--- src/rtl/fetch_unit_fq_if.sv ---
// Fetch unit bus bundle: the I$ request/response pair and the
// valid/ready handshake toward decode. The fetch unit is the master.
interface fetch_unit_fq_if #(
  parameter int PC_WIDTH = 14
);
  // I$ side
  logic                icache_hit;
  logic [31:0]         icache_load;
  logic                icache_REN;
  logic [31:0]         icache_addr;
  logic                icache_halt;

  // Decode side
  logic                to_pipeline_valid;
  logic                to_pipeline_ready;
  logic [31:0]         to_pipeline_instr;
  logic [PC_WIDTH-1:0] to_pipeline_PC;
  logic [PC_WIDTH-1:0] to_pipeline_nPC;

  modport master (
    input  icache_hit, icache_load, to_pipeline_ready,
    output icache_REN, icache_addr, icache_halt,
           to_pipeline_valid, to_pipeline_instr, to_pipeline_PC, to_pipeline_nPC
  );

  modport slave (
    output icache_hit, icache_load, to_pipeline_ready,
    input  icache_REN, icache_addr, icache_halt,
           to_pipeline_valid, to_pipeline_instr, to_pipeline_PC, to_pipeline_nPC
  );
endinterface

--- src/rtl/fetch_unit_fq.sv ---
// Fetch unit with tagged BTB + saturating direction counters, a bounded
// return-address stack and a fetch queue decoupling I$ from decode.
// Instruction pre-decode follows the MIPS opcode map (BEQ/BNE/J/JAL/JR).
module fetch_unit_fq #(
  parameter int          PC_WIDTH      = 14,
  parameter logic [31:0] PC_RESET_VAL  = 32'h0,
  parameter int          BTB_ENTRIES   = 8,
  parameter int          BTB_TAG_WIDTH = 4,
  parameter int          DIRP_BITS     = 2,
  parameter int          RAS_DEPTH     = 4,
  parameter int          FQ_DEPTH      = 4
) (
  input  logic                       CLK,
  input  logic                       nRST,
  input  logic                       from_pipeline_BTB_DIRP_update,
  input  logic [PC_WIDTH-1:0]        from_pipeline_BTB_DIRP_PC,
  input  logic [PC_WIDTH-1:0]        from_pipeline_BTB_target,
  input  logic                       from_pipeline_DIRP_taken,
  input  logic                       from_pipeline_take_resolved,
  input  logic [PC_WIDTH-1:0]        from_pipeline_resolved_PC,
  input  logic                       core_control_halt,
  fetch_unit_fq_if.master            bus,
  output logic [$clog2(FQ_DEPTH):0]  fq_count
);

  localparam int IDX_W  = $clog2(BTB_ENTRIES);
  localparam int RAS_PW = $clog2(RAS_DEPTH);
  localparam int FQ_PW  = $clog2(FQ_DEPTH);

  localparam logic [PC_WIDTH-1:0]  PC_RESET    = PC_RESET_VAL[PC_WIDTH+1:2];
  localparam logic [DIRP_BITS-1:0] CTR_MAX     = '1;
  localparam logic [DIRP_BITS-1:0] CTR_WEAK_T  = DIRP_BITS'(1) << (DIRP_BITS - 1);
  localparam logic [DIRP_BITS-1:0] CTR_WEAK_NT = CTR_WEAK_T - DIRP_BITS'(1);
  localparam logic [RAS_PW:0]      RAS_FULL    = (RAS_PW + 1)'(RAS_DEPTH);
  localparam logic [FQ_PW:0]       FQ_FULL     = (FQ_PW + 1)'(FQ_DEPTH);

  localparam logic [5:0] OP_SPECIAL = 6'h00;
  localparam logic [5:0] OP_J       = 6'h02;
  localparam logic [5:0] OP_JAL     = 6'h03;
  localparam logic [5:0] OP_BEQ     = 6'h04;
  localparam logic [5:0] OP_BNE     = 6'h05;
  localparam logic [5:0] FN_JR      = 6'h08;

  typedef enum logic [2:0] {IC_OTHER, IC_BRANCH, IC_JUMP, IC_JAL, IC_JR} instr_class_e;

  // Fetch PC and registered I$ controls
  logic [PC_WIDTH-1:0] pc_q, pc_d;
  logic                icache_ren_q, icache_halt_q;

  // Fetch queue
  logic [31:0]         fq_instr_q [FQ_DEPTH];
  logic [PC_WIDTH-1:0] fq_pc_q    [FQ_DEPTH];
  logic [PC_WIDTH-1:0] fq_npc_q   [FQ_DEPTH];
  logic [FQ_PW-1:0]    fq_head_q, fq_head_d, fq_tail_q, fq_tail_d;
  logic [FQ_PW:0]      fq_count_q, fq_count_d;
  logic                fq_valid, fq_full;

  // Return address stack
  logic [PC_WIDTH-1:0] ras_q [RAS_DEPTH];
  logic [RAS_PW-1:0]   ras_ptr_q, ras_ptr_d;
  logic [RAS_PW:0]     ras_count_q, ras_count_d;
  logic                ras_push, ras_pop;
  logic [PC_WIDTH-1:0] ras_top;

  // BTB + direction counters
  logic                     btb_valid_q [BTB_ENTRIES];
  logic [BTB_TAG_WIDTH-1:0] btb_tag_q   [BTB_ENTRIES];
  logic [PC_WIDTH-1:0]      btb_tgt_q   [BTB_ENTRIES];
  logic [DIRP_BITS-1:0]     btb_ctr_q   [BTB_ENTRIES];

  logic [IDX_W-1:0]         lk_idx, up_idx;
  logic [BTB_TAG_WIDTH-1:0] lk_tag, up_tag;
  logic                     lk_hit, up_hit;
  logic [DIRP_BITS-1:0]     up_ctr_d;

  instr_class_e        iclass;
  logic [PC_WIDTH-1:0] pc_plus1, pred_npc;
  logic                accept, deq, flush;

  // Instruction bits outside the opcode/funct/target fields and PC bits above
  // the BTB tag play no part in prediction.
  logic unused_bits;
  assign unused_bits = ^{bus.icache_load[25:PC_WIDTH],
                         from_pipeline_BTB_DIRP_PC[PC_WIDTH-1:IDX_W+BTB_TAG_WIDTH]};

  assign flush    = from_pipeline_take_resolved;
  assign fq_valid = (fq_count_q != '0);
  assign fq_full  = (fq_count_q == FQ_FULL);
  assign accept   = bus.icache_hit & ~fq_full & ~flush & ~core_control_halt;
  assign deq      = fq_valid & bus.to_pipeline_ready & ~flush;

  assign pc_plus1 = pc_q + PC_WIDTH'(1);
  assign lk_idx   = pc_q[IDX_W-1:0];
  assign lk_tag   = pc_q[IDX_W +: BTB_TAG_WIDTH];
  assign lk_hit   = btb_valid_q[lk_idx] && (btb_tag_q[lk_idx] == lk_tag);
  assign ras_top  = ras_q[ras_ptr_q - RAS_PW'(1)];

  // Pre-decode the fetched word into a control-flow class
  // NOTE: every always_comb output gets a default first so no latch is inferred.
  always_comb begin
    iclass = IC_OTHER;
    case (bus.icache_load[31:26])
      OP_BEQ, OP_BNE: iclass = IC_BRANCH;
      OP_J:           iclass = IC_JUMP;
      OP_JAL:         iclass = IC_JAL;
      OP_SPECIAL:     if (bus.icache_load[5:0] == FN_JR) iclass = IC_JR;
      default:        iclass = IC_OTHER;
    endcase
  end

  // Predicted next PC for the word being fetched
  always_comb begin
    pred_npc = pc_plus1;
    case (iclass)
      IC_BRANCH: if (lk_hit && btb_ctr_q[lk_idx][DIRP_BITS-1]) pred_npc = btb_tgt_q[lk_idx];
      IC_JUMP,
      IC_JAL:    pred_npc = bus.icache_load[PC_WIDTH-1:0];
      IC_JR:     if (ras_count_q != '0) pred_npc = ras_top;
      default:   pred_npc = pc_plus1;
    endcase
  end

  // Next PC, fetch-queue pointers/occupancy and RAS pointer/occupancy
  always_comb begin
    pc_d        = pc_q;
    fq_head_d   = fq_head_q;
    fq_tail_d   = fq_tail_q;
    fq_count_d  = fq_count_q;
    ras_push    = accept && (iclass == IC_JAL);
    ras_pop     = accept && (iclass == IC_JR) && (ras_count_q != '0);
    ras_ptr_d   = ras_ptr_q;
    ras_count_d = ras_count_q;

    if (flush)       pc_d = from_pipeline_resolved_PC;
    else if (accept) pc_d = pred_npc;

    if (flush) begin
      fq_head_d  = '0;
      fq_tail_d  = '0;
      fq_count_d = '0;
    end else begin
      if (accept) fq_tail_d = fq_tail_q + FQ_PW'(1);
      if (deq)    fq_head_d = fq_head_q + FQ_PW'(1);
      case ({accept, deq})
        2'b10:   fq_count_d = fq_count_q + (FQ_PW + 1)'(1);
        2'b01:   fq_count_d = fq_count_q - (FQ_PW + 1)'(1);
        default: fq_count_d = fq_count_q;
      endcase
    end

    // A full RAS keeps pushing: the write wraps over the oldest entry.
    if (ras_push) begin
      ras_ptr_d = ras_ptr_q + RAS_PW'(1);
      if (ras_count_q != RAS_FULL) ras_count_d = ras_count_q + (RAS_PW + 1)'(1);
    end else if (ras_pop) begin
      ras_ptr_d   = ras_ptr_q - RAS_PW'(1);
      ras_count_d = ras_count_q - (RAS_PW + 1)'(1);
    end
  end

  // BTB update: train on a tag hit, allocate at weak strength on a miss
  always_comb begin
    up_idx   = from_pipeline_BTB_DIRP_PC[IDX_W-1:0];
    up_tag   = from_pipeline_BTB_DIRP_PC[IDX_W +: BTB_TAG_WIDTH];
    up_hit   = btb_valid_q[up_idx] && (btb_tag_q[up_idx] == up_tag);
    up_ctr_d = from_pipeline_DIRP_taken ? CTR_WEAK_T : CTR_WEAK_NT;
    if (up_hit) begin
      up_ctr_d = btb_ctr_q[up_idx];
      if (from_pipeline_DIRP_taken) begin
        if (btb_ctr_q[up_idx] != CTR_MAX) up_ctr_d = btb_ctr_q[up_idx] + DIRP_BITS'(1);
      end else begin
        if (btb_ctr_q[up_idx] != '0)      up_ctr_d = btb_ctr_q[up_idx] - DIRP_BITS'(1);
      end
    end
  end

  // PC and registered I$ controls
  // NOTE: sequential state uses non-blocking assignments so all flops update together.
  always_ff @(posedge CLK or negedge nRST) begin
    if (!nRST) begin
      pc_q          <= PC_RESET;
      icache_ren_q  <= 1'b0;
      icache_halt_q <= 1'b0;
    end else begin
      pc_q          <= pc_d;
      icache_ren_q  <= ~core_control_halt;
      icache_halt_q <= core_control_halt;
    end
  end

  // Fetch-queue pointers and occupancy
  always_ff @(posedge CLK or negedge nRST) begin
    if (!nRST) begin
      fq_head_q  <= '0;
      fq_tail_q  <= '0;
      fq_count_q <= '0;
    end else begin
      fq_head_q  <= fq_head_d;
      fq_tail_q  <= fq_tail_d;
      fq_count_q <= fq_count_d;
    end
  end

  // Fetch-queue storage, written at the tail on accept
  // NOTE: storage is not reset; the head outputs are forced to zero while the queue is empty.
  always_ff @(posedge CLK) begin
    if (accept) begin
      fq_instr_q[fq_tail_q] <= bus.icache_load;
      fq_pc_q[fq_tail_q]    <= pc_q;
      fq_npc_q[fq_tail_q]   <= pred_npc;
    end
  end

  // Return address stack
  always_ff @(posedge CLK or negedge nRST) begin
    if (!nRST) begin
      ras_ptr_q   <= '0;
      ras_count_q <= '0;
      for (int i = 0; i < RAS_DEPTH; i++) ras_q[i] <= '0;
    end else begin
      ras_ptr_q   <= ras_ptr_d;
      ras_count_q <= ras_count_d;
      if (ras_push) ras_q[ras_ptr_q] <= pc_plus1;
    end
  end

  // BTB and direction counters; the write lands after this cycle's lookup
  always_ff @(posedge CLK or negedge nRST) begin
    if (!nRST) begin
      for (int i = 0; i < BTB_ENTRIES; i++) begin
        btb_valid_q[i] <= 1'b0;
        btb_tag_q[i]   <= '0;
        btb_tgt_q[i]   <= '0;
        btb_ctr_q[i]   <= CTR_WEAK_NT;
      end
    end else if (from_pipeline_BTB_DIRP_update) begin
      btb_valid_q[up_idx] <= 1'b1;
      btb_tag_q[up_idx]   <= up_tag;
      btb_tgt_q[up_idx]   <= from_pipeline_BTB_target;
      btb_ctr_q[up_idx]   <= up_ctr_d;
    end
  end

  assign bus.icache_REN        = icache_ren_q;
  assign bus.icache_halt       = icache_halt_q;
  assign bus.icache_addr       = 32'({pc_q, 2'b00});
  assign bus.to_pipeline_valid = fq_valid;
  assign bus.to_pipeline_instr = fq_valid ? fq_instr_q[fq_head_q] : '0;
  assign bus.to_pipeline_PC    = fq_valid ? fq_pc_q[fq_head_q]    : '0;
  assign bus.to_pipeline_nPC   = fq_valid ? fq_npc_q[fq_head_q]   : '0;
  assign fq_count              = fq_count_q;

endmodule

--- src/flat_wrapper.sv ---
// flat-port wrapper written by rule: the top's interface ports become plain ports
module fetch_unit_fq_flat 
#(
  parameter int          PC_WIDTH      = 14,
  parameter logic [31:0] PC_RESET_VAL  = 32'h0,
  parameter int          BTB_ENTRIES   = 8,
  parameter int          BTB_TAG_WIDTH = 4,
  parameter int          DIRP_BITS     = 2,
  parameter int          RAS_DEPTH     = 4,
  parameter int          FQ_DEPTH      = 4
)
  (CLK, nRST, from_pipeline_BTB_DIRP_update, from_pipeline_BTB_DIRP_PC, from_pipeline_BTB_target, from_pipeline_DIRP_taken, from_pipeline_take_resolved, from_pipeline_resolved_PC, core_control_halt, fq_count, bus_icache_hit, bus_icache_load, bus_to_pipeline_ready, bus_icache_REN, bus_icache_addr, bus_icache_halt, bus_to_pipeline_valid, bus_to_pipeline_instr, bus_to_pipeline_PC, bus_to_pipeline_nPC);
  fetch_unit_fq_if #(.PC_WIDTH(PC_WIDTH)) bus_i ();
  input  logic CLK;
  input  logic nRST;
  input  logic from_pipeline_BTB_DIRP_update;
  input  logic [PC_WIDTH-1:0] from_pipeline_BTB_DIRP_PC;
  input  logic [PC_WIDTH-1:0] from_pipeline_BTB_target;
  input  logic from_pipeline_DIRP_taken;
  input  logic from_pipeline_take_resolved;
  input  logic [PC_WIDTH-1:0] from_pipeline_resolved_PC;
  input  logic core_control_halt;
  output logic [$clog2(FQ_DEPTH):0] fq_count;
  input wire logic [$bits(bus_i.icache_hit)-1:0] bus_icache_hit;
  input wire logic [$bits(bus_i.icache_load)-1:0] bus_icache_load;
  input wire logic [$bits(bus_i.to_pipeline_ready)-1:0] bus_to_pipeline_ready;
  output wire logic [$bits(bus_i.icache_REN)-1:0] bus_icache_REN;
  output wire logic [$bits(bus_i.icache_addr)-1:0] bus_icache_addr;
  output wire logic [$bits(bus_i.icache_halt)-1:0] bus_icache_halt;
  output wire logic [$bits(bus_i.to_pipeline_valid)-1:0] bus_to_pipeline_valid;
  output wire logic [$bits(bus_i.to_pipeline_instr)-1:0] bus_to_pipeline_instr;
  output wire logic [$bits(bus_i.to_pipeline_PC)-1:0] bus_to_pipeline_PC;
  output wire logic [$bits(bus_i.to_pipeline_nPC)-1:0] bus_to_pipeline_nPC;
  assign bus_i.icache_hit = bus_icache_hit;
  assign bus_i.icache_load = bus_icache_load;
  assign bus_i.to_pipeline_ready = bus_to_pipeline_ready;
  assign bus_icache_REN = bus_i.icache_REN;
  assign bus_icache_addr = bus_i.icache_addr;
  assign bus_icache_halt = bus_i.icache_halt;
  assign bus_to_pipeline_valid = bus_i.to_pipeline_valid;
  assign bus_to_pipeline_instr = bus_i.to_pipeline_instr;
  assign bus_to_pipeline_PC = bus_i.to_pipeline_PC;
  assign bus_to_pipeline_nPC = bus_i.to_pipeline_nPC;
  fetch_unit_fq #(.PC_WIDTH(PC_WIDTH), .PC_RESET_VAL(PC_RESET_VAL), .BTB_ENTRIES(BTB_ENTRIES), .BTB_TAG_WIDTH(BTB_TAG_WIDTH), .DIRP_BITS(DIRP_BITS), .RAS_DEPTH(RAS_DEPTH), .FQ_DEPTH(FQ_DEPTH)) u_core (.CLK(CLK), .nRST(nRST), .from_pipeline_BTB_DIRP_update(from_pipeline_BTB_DIRP_update), .from_pipeline_BTB_DIRP_PC(from_pipeline_BTB_DIRP_PC), .from_pipeline_BTB_target(from_pipeline_BTB_target), .from_pipeline_DIRP_taken(from_pipeline_DIRP_taken), .from_pipeline_take_resolved(from_pipeline_take_resolved), .from_pipeline_resolved_PC(from_pipeline_resolved_PC), .core_control_halt(core_control_halt), .bus(bus_i), .fq_count(fq_count));
endmodule
--- config.mk ---
export PLATFORM = sky130hd
export DESIGN_NAME = fetch_unit_fq_flat
export DESIGN_NICKNAME = d
export VERILOG_FILES = /design/src/rtl/fetch_unit_fq_if.sv /design/src/rtl/fetch_unit_fq.sv /design/src/flat_wrapper.sv
export SDC_FILE = /design/constraint.sdc
export NUM_CORES = 1
export LEC_CHECK = 0
export CAP_MARGIN = 25
export CELL_PAD_IN_SITES_DETAIL_PLACEMENT = 1
export CELL_PAD_IN_SITES_GLOBAL_PLACEMENT = 1
export CORE_MARGIN = 1
export CORE_UTILIZATION = 48
export CTS_CLUSTER_SIZE = 20
export DETAILED_ROUTE_END_ITERATION = 8
export DONT_BUFFER_PORTS = 1
export PLACE_DENSITY = 0.88
export SLEW_MARGIN = 20
export SYNTH_ARGS = -nofsm -noshare
export SYNTH_HDL_FRONTEND = slang
export SYNTH_SLANG_ARGS = --single-unit
--- constraint.sdc ---
create_clock -name CLK -period 3.1 [get_ports CLK]
set_input_delay 0.155 -clock CLK [delete_from_list [all_inputs] [get_ports CLK]]
set_output_delay 0.155 -clock CLK [all_outputs]
set_load 0.01 [all_outputs]
==> results.md, run 1 <==
* Final #Nets at 1713
* Critical path required time at 3.47 ns
* Final instance area at 0.0248 mm2
* Initial core utilization at 0.489
* FF-to-FF End: u_core.fq_npc_q[1][7]
* I/O Buffers at 0
* Htree depth at 2
* Pin count of the biggest net entering global routing at 253
* Met3 Usage GRT at 0.0696
* Int Pwr at 12.6 mW
* Unique masters post-synth at 56
* First-pass GRT wire length at 105 mm
* Worst setup endpoint: u_core.fq_npc_q[1][7]
* Fillers at 4193
* Final Hold Viols at 252
* GRT busiest layer: met2
* Area Growth Syn to Fin at 14.4%
* Mapped cell area at 0.0217 mm2
* Wire length per cell at 31.3 um
* GRT overflow at 0
* Die height at 215 um
* VDD IR max at around 0.50 mV
* Final Total Pwr at roughly 18 mW
* Row count at 77
* Failing checks: negative hold slack
* GR Util All Layers at 0.309
* Dpl cell area at 0.0225 mm2
* Share of layout cells above drive strength 1 at 0.217
* Placed insts at 2088
* Clk slew on worst S/H paths at 0.08 ns
* Worst Setup End Kind: flop
* Combinational fraction of design power at 0.229
* CTS tree: built
* Final HPWL DP at 39.4 mm
* Core area at roughly 0.044 mm2
* Initial antenna violation count at 7
* Iter 0 DRT Violations at 1742
* Asr flop ratio synth at 0.512
* EDFF count, synth at between 200 and 250
* Clock skew at 0.0373 ns
* Clock Latency Late Sink at 0.61 ns
* Dpl ws at 0.0857 ns
* Met1 Use GR at 0.374
* CTS Root Cell: clkbuf_16
* Synth Instances at 1539
* Vias per inst at 6.50
* PnR worst setup slack at 0.0178 ns
* Antenna Nets Post-Route at 0
* Worst Tran Pin Value at 1.13 ns
* Switching power total at 5.66 mW
* Avg Cell Area, Syn at 14.1 um2
* WHS at -0.750 ns
* CTS Buffer Depth at 3
* Cts hold-fix bufs at 69
* Pwr per Cell Area at 737 mW/mm2
* Die area at 0.0461 mm2
* YS warnings at 0
* Clk pwr share at 0.325
* Num CTS Buffers at 49
* Via count at 14700
* Tcrit/Tclk final at 0.994
* DR pass1 iterations at 6
* Post-synth top flop: dfrtp_1
* Max-cap violations at 0
* Placer congestion estimate at slightly below 0.8
* Slew headroom at 0.250
* Post-Route Utilization at 0.559
* Layout Cells excl Fill at 2258
* Vias in the first global route at about 16000
* R2R depth at 10
* Drt total wl at a little over 70 mm
* CP Max Fanout at 20
* Leakage power at 9.65 nW
* Final Critical Period at 3.08 ns
* Status: finished, violations left
* Sequential Power Share at 0.446
* # setup viols final at 0
* Grt met2 use at 0.530
* Die W at 215 um
* #FFs+latches synth at 492
* Clk sinks at 492
* Worst Hold Class: primary input to asynchronous set/reset pin
* Crit. Startpoint: u_core.pc_q[2]
* Critical Path AT at around 3.5 ns
* FF-to-FF setup slack at 0.02 ns
* # IOs at 180
* Crit start category: flop
* Worst r2r src: u_core.pc_q[2]
* Sequential area share after synthesis at 0.623
* WS Path Type: flop to flop
* Max Clk Rate at 324 MHz
* Max Slew Vio Count at 0
* Net Sw Frac at 0.310
* DRC violations left at 0
## cells in the mapped netlist, types with 7 or more instances
cell type	count	area, um2
nand4_1	7	43.8
a22oi_1	7	52.6
a22o_1	9	78.8
nor3_1	7	35.0
nor2_1	23	86.3
mux2_2	80	901
nor2b_1	9	56.3
clkbuf_1	70	263
and2_1	72	450
nand2_1	319	1200
a221oi_1	10	87.6
a21oi_1	14	70.1
xnor2_1	17	149
dfrtp_1	244	6110
nand3_1	17	85.1
mux4_2	122	2750
edfxtp_1	240	7210
ha_1	9	113
buf_1	14	52.6
a21o_1	11	82.6
nand2b_1	8	50.1
mux2i_1	23	230
inv_1	8	30.0
dfstp_2	8	210
buf_2	10	50.1
buf_4	18	135
xor2_1	13	114
o21ai_0	95	475
## worst max-delay path, stage by stage, from the launching register on
cell,delay (ns)
dfrtp_4,0.59
buf_6,0.31
nand3_1,0.14
nor2_2,0.26
nand3_1,0.14
xor2_1,0.18
buf_4,0.18
o21ai_0,0.33
o21ai_1,0.14
and2_1,0.24
nor2_1,0.31
## what timing repair did
action                                  in CTS  in global routing
gates cloned                                 0                  1
endpoints found under the setup margin       4                 42
resized for setup                            2                  8
setup buffers                                0                  1
endpoints found under the hold margin      561                252
pin swaps                                    0                  1
## through the flow
stage               hold slack (ns)  setup TNS [ns]
floorplan                    -0.141               0
global placement             -0.134               0
detailed placement           -0.134               0
CTS                          -0.732               0
global route                 -0.758          -0.219
finish                       -0.750               0
## final cells by class
| type | instances | area, um2 | area share |
|---|---|---|---|
| clock buffers | 61 | 1300 | 0.0524 |
| multi-input cells | 941 | 7700 | 0.310 |
| diodes | 5 | 12.5 | 0.000504 |
| inverters | 8 | 30.0 | 0.00121 |
| clock inverters | 31 | 238 | 0.00957 |
| well taps | 592 | 741 | 0.0298 |
| repair buffers | 128 | 1270 | 0.0510 |
| flip-flops and latches | 492 | 13500 | 0.545 |
## power by group through the flow
stage	Sequential (mW)	Clock [mW]	Combinational [mW]
after floorplan	7.94	0	2.93
after global placement	8.16	0	3.58
after detailed placement	8.24	0	3.78
after CTS	8.13	5.86	4.02
after global routing	8.22	6.15	4.39
final	8.16	5.94	4.19
## metal layers
metal  wire length, um  vias up
li1                  -     5766
met1             25000     7647
met2             35700      996
met3              6070      271
met4              3680        6
met5                38        -
## logic make-up after synthesis
logic type | share of synthesized area
flops | 0.623
simple gates | 0.0969
mux | 0.181
compound gates | 0.0529
buf+inv | 0.0265
xor+xnor | 0.0121
fa+ha+maj | 0.00703
other cells | 0.000173
## state kept, by name, indices dropped and copies added (netlist names), 3 cells and up
signal              count
u_core.fq_instr_q     128
u_core.ras_q           56
u_core.fq_count         3
u_core.ras_count_q      3
u_core.fq_npc_q        56
u_core.fq_pc_q         56
u_core.btb_ctr_q       16
u_core.btb_tag_q       32
u_core.btb_valid_q      8
u_core.btb_tgt_q      112
u_core.pc_q            14
## placed cells by master (no fill, tap or decap), types with 10 or more instances in the layout
| master | netlist | final |
|---|---|---|
| and2_1 | 72 | 68 |
| mux2i_1 | 23 | 23 |
| a221oi_1 | 10 | 10 |
| buf_4 | 18 | 45 |
| dfrtp_1 | 244 | 238 |
| clkinv_2 | 0 | 10 |
| mux2_2 | 80 | 80 |
| dlygate4sd3_1 | 0 | 69 |
| o21ai_0 | 95 | 95 |
| nand3_1 | 17 | 17 |
| edfxtp_1 | 240 | 240 |
| nand2_1 | 319 | 319 |
| clkbuf_16 | 0 | 49 |
| xor2_1 | 13 | 13 |
| a21o_1 | 11 | 11 |
| nor2_1 | 23 | 22 |
| mux4_2 | 122 | 122 |
| clkinv_1 | 0 | 15 |
| conb_1 | 1 | 18 |
| xnor2_1 | 17 | 16 |
| a21oi_1 | 14 | 14 |
## how the worst min path moves through the flow
stage | start | to | cells after the start
finish | nRST | u_core.btb_tgt_q[110] | 0
global route | nRST | u_core.pc_q[2] | 0
CTS | nRST | u_core.fq_tail_q[0] | 0
detailed placement | nRST | u_core.btb_tgt_q[5] | 0
global placement | nRST | u_core.btb_tgt_q[19] | 0
floorplan | nRST | u_core.btb_ctr_q[11] | 0
Note: power is estimated with default switching activity, not from simulation.
==> run 2: changes to the inputs <==
CORE_ASPECT_RATIO = 0.5   (was default)
==> run 2 against run 1 <==
  * The flow finishes with violations (negative hold slack, negative setup slack)
  * Global-route usage decreased by 1.0 points
  * Sequential power about the same
  * Via count increased by 0.20%
  * Worst hold slack improved by 0.046 ns
  * Count of clock-buffer cells in the layout increased by 4
  * Clock skew decreased by 0.0076 ns
  * Core utilization increased by 0.62 points
  * Largest cell class unchanged
==> results.md, run 2 (synthesis gave the netlist of run 1 again) <==
* Clock skew at 0.0298 ns
* WS Path Type: flop to flop
* Total inserted antenna cells at 0
* Crit-path slowest cell: mux4_2
* Leakage power at 9.71 nW
* Core area at 0.0441 mm2
* Clock Latency Late Sink at 0.60 ns
* Row count at 54
* Worst Hold Class: primary input to asynchronous set/reset pin
* Drt total wl at 70.8 mm
* Htree depth at 2
* Most frequent cells in the layout: nand2_1, edfxtp_1, dfrtp_1, mux4_2, o21ai_0
* Pin count of the biggest net entering global routing at roughly 250
* Max Clk Rate at 308 MHz
* Sequential Power Share at 0.440
* DRC violations left at 0
* Final Hold Viols at 252
* WHS at -0.704 ns
* Num CTS Buffers at 44
* Cts hold-fix bufs at about 70
* Max stage delay on crit path at ~0.5 ns
* Critical Path AT at 3.70 ns
* Die area at 0.0461 mm2
* Worst Setup End Kind: flop
* Max Slew Vio Count at 0
* # setup viols final at 22
* Area Growth Syn to Fin at 14.8%
* Die height at 152 um
* # IOs at between 150 and 200
* Share of layout cells above drive strength 1 at 0.228
* CTS Root Cell: clkbuf_16
* Worst Tran Pin Value at 1.11 ns
* DR pass1 iterations at 7
* PnR worst setup slack at -0.146 ns
* Clk slew on worst S/H paths at 0.08 ns
* Slew headroom at 0.261
* Final Critical Period at 3.25 ns
* Clk sinks at just under 500
* Die W at 303 um
* Via count at 14700
* Crit start category: flop
* Initial antenna violation count at 0
* Dpl ws at -0.0440 ns
* Final #Nets at ~1700
* Initial core utilization at 0.493
* Fillers at 4154
* Most common cell after layout, fill and taps aside: nand2_1
* Iter 0 DRT Violations at 1987
* Largest register FFs at ~130
* Clk pwr share at 0.327
* Worst r2r src: u_core.pc_q[1]
* Net Sw Frac at 0.310
* CTS tree: built
* Tcrit/Tclk final at 1.05
* GRT overflow at 0
* Pwr per Cell Area at 743 mW/mm2
* VDD IR max at 0.409 mV
* Post-Route Utilization at 0.565
* Wire length per cell at approximately 31 um
* Crit path max-delay family: multiplexers
* Vias per inst at about 6.5
* CTS Buffer Depth at 3
* Antenna Nets Post-Route at 0
* Final HPWL DP at 39.2 mm
* Largest Register: u_core.fq_instr_q
* Crit. Startpoint: u_core.pc_q[1]
* CP Max Fanout at 8
* Status: finished, violations left
* GR Util All Layers at 0.299
* First-pass GRT wire length at 103 mm
* Placer congestion estimate at 0.814
* I/O Buffers at 0
* Largest registers: u_core.fq_instr_q: 128 flops, u_core.btb_tgt_q: 112 flops
* Max-cap violations at 0
* CP Buf/Inv Count at 2
* Failing checks: negative hold slack, negative setup slack
* Int Pwr at 12.8 mW
* Critical path required time at 3.56 ns
* CP Cell Sequence: buf_6, mux4_2, mux2i_1, xnor2_1, nor3_4, and2_4, mux2i_2, o211ai_1, buf_4, a21o_1
* Switching power total at 5.74 mW
* Vias in the first global route at 15700
* Combinational fraction of design power at 0.233
[run 2: cell count changes in the layout (fill, tap and decap cells not counted), moves of 3 or more]
cell      delta
buf_4       +15
clkinv_1    -12
clkbuf_8     +6
clkinv_2     -5
diode_2      -5
nor3_2       -3
[run 2: path summary, 6_finish.rpt]
kind | endpoint | slack, ns | cells after the start
worst max-delay path | u_core.pc_q[1] | -0.15 | 10
worst min-delay path | u_core.btb_tgt_q[56] | -0.70 | 0
worst max register to register | u_core.pc_q[1] | -0.15 | 10
worst min register to register | u_core.btb_tgt_q[70] | 0.48 | 2
max in group asynchronous | u_core.pc_q[0] | 3.25 | 0
min in group CLK | u_core.fq_tail_q[1] | 0.02 | 3
[run 2: final cells by class]
type                       instances  area, um2  area share
timing repair buffer             140       1330      0.0536
inverter                           8       30.0     0.00121
multi-input combinational        941       7720       0.310
sequential                       492      13500       0.544
clock inverter                    16        171     0.00688
tap                              588        736      0.0295
clock buffer                      65       1380      0.0553
[run 2: through the flow]
stage          TNS [ns]  std cells  power (mW)  instance area (um2)
2_1_floorplan         0       1556        10.9                21800
3_3_place_gp          0       2086        11.8                22500
3_5_place_dp    -0.0855       2088        12.0                22500
4_1_cts               0       2240        18.1                24800
5_1_grt           -1.36       2250        19.0                24900
6_report         -0.815       2250        18.5                24900
[run 2: repair_timing]
item,CTS,global route
hold endpoints to repair,560,252
cloned,0,1
pin swaps,1,4
resized for setup,2,14
setup endpoints to repair,16,56
setup buffers,2,9
[run 2: metal layers]
| metal | track usage | part of all wire | up-vias |
|---|---|---|---|
| li1 | - | - | 5764 |
| met1 | 0.372 | 0.36 | 7653 |
| met2 | 0.505 | 0.50 | 1017 |
| met3 | 0.0563 | 0.086 | 281 |
| met4 | 0.145 | 0.052 | 0 |
| met5 | 0 | 0 | - |
[run 2: power by group through the flow]
stage          logic, mW  registers (mW)  clock network, mW
2_1_floorplan       2.93            7.94                  0
3_3_place_gp        3.67            8.11                  0
3_5_place_dp        3.86            8.19                  0
4_1_cts             4.08            8.08               5.90
5_1_grt             4.54            8.17               6.26
6_report            4.32            8.13               6.05
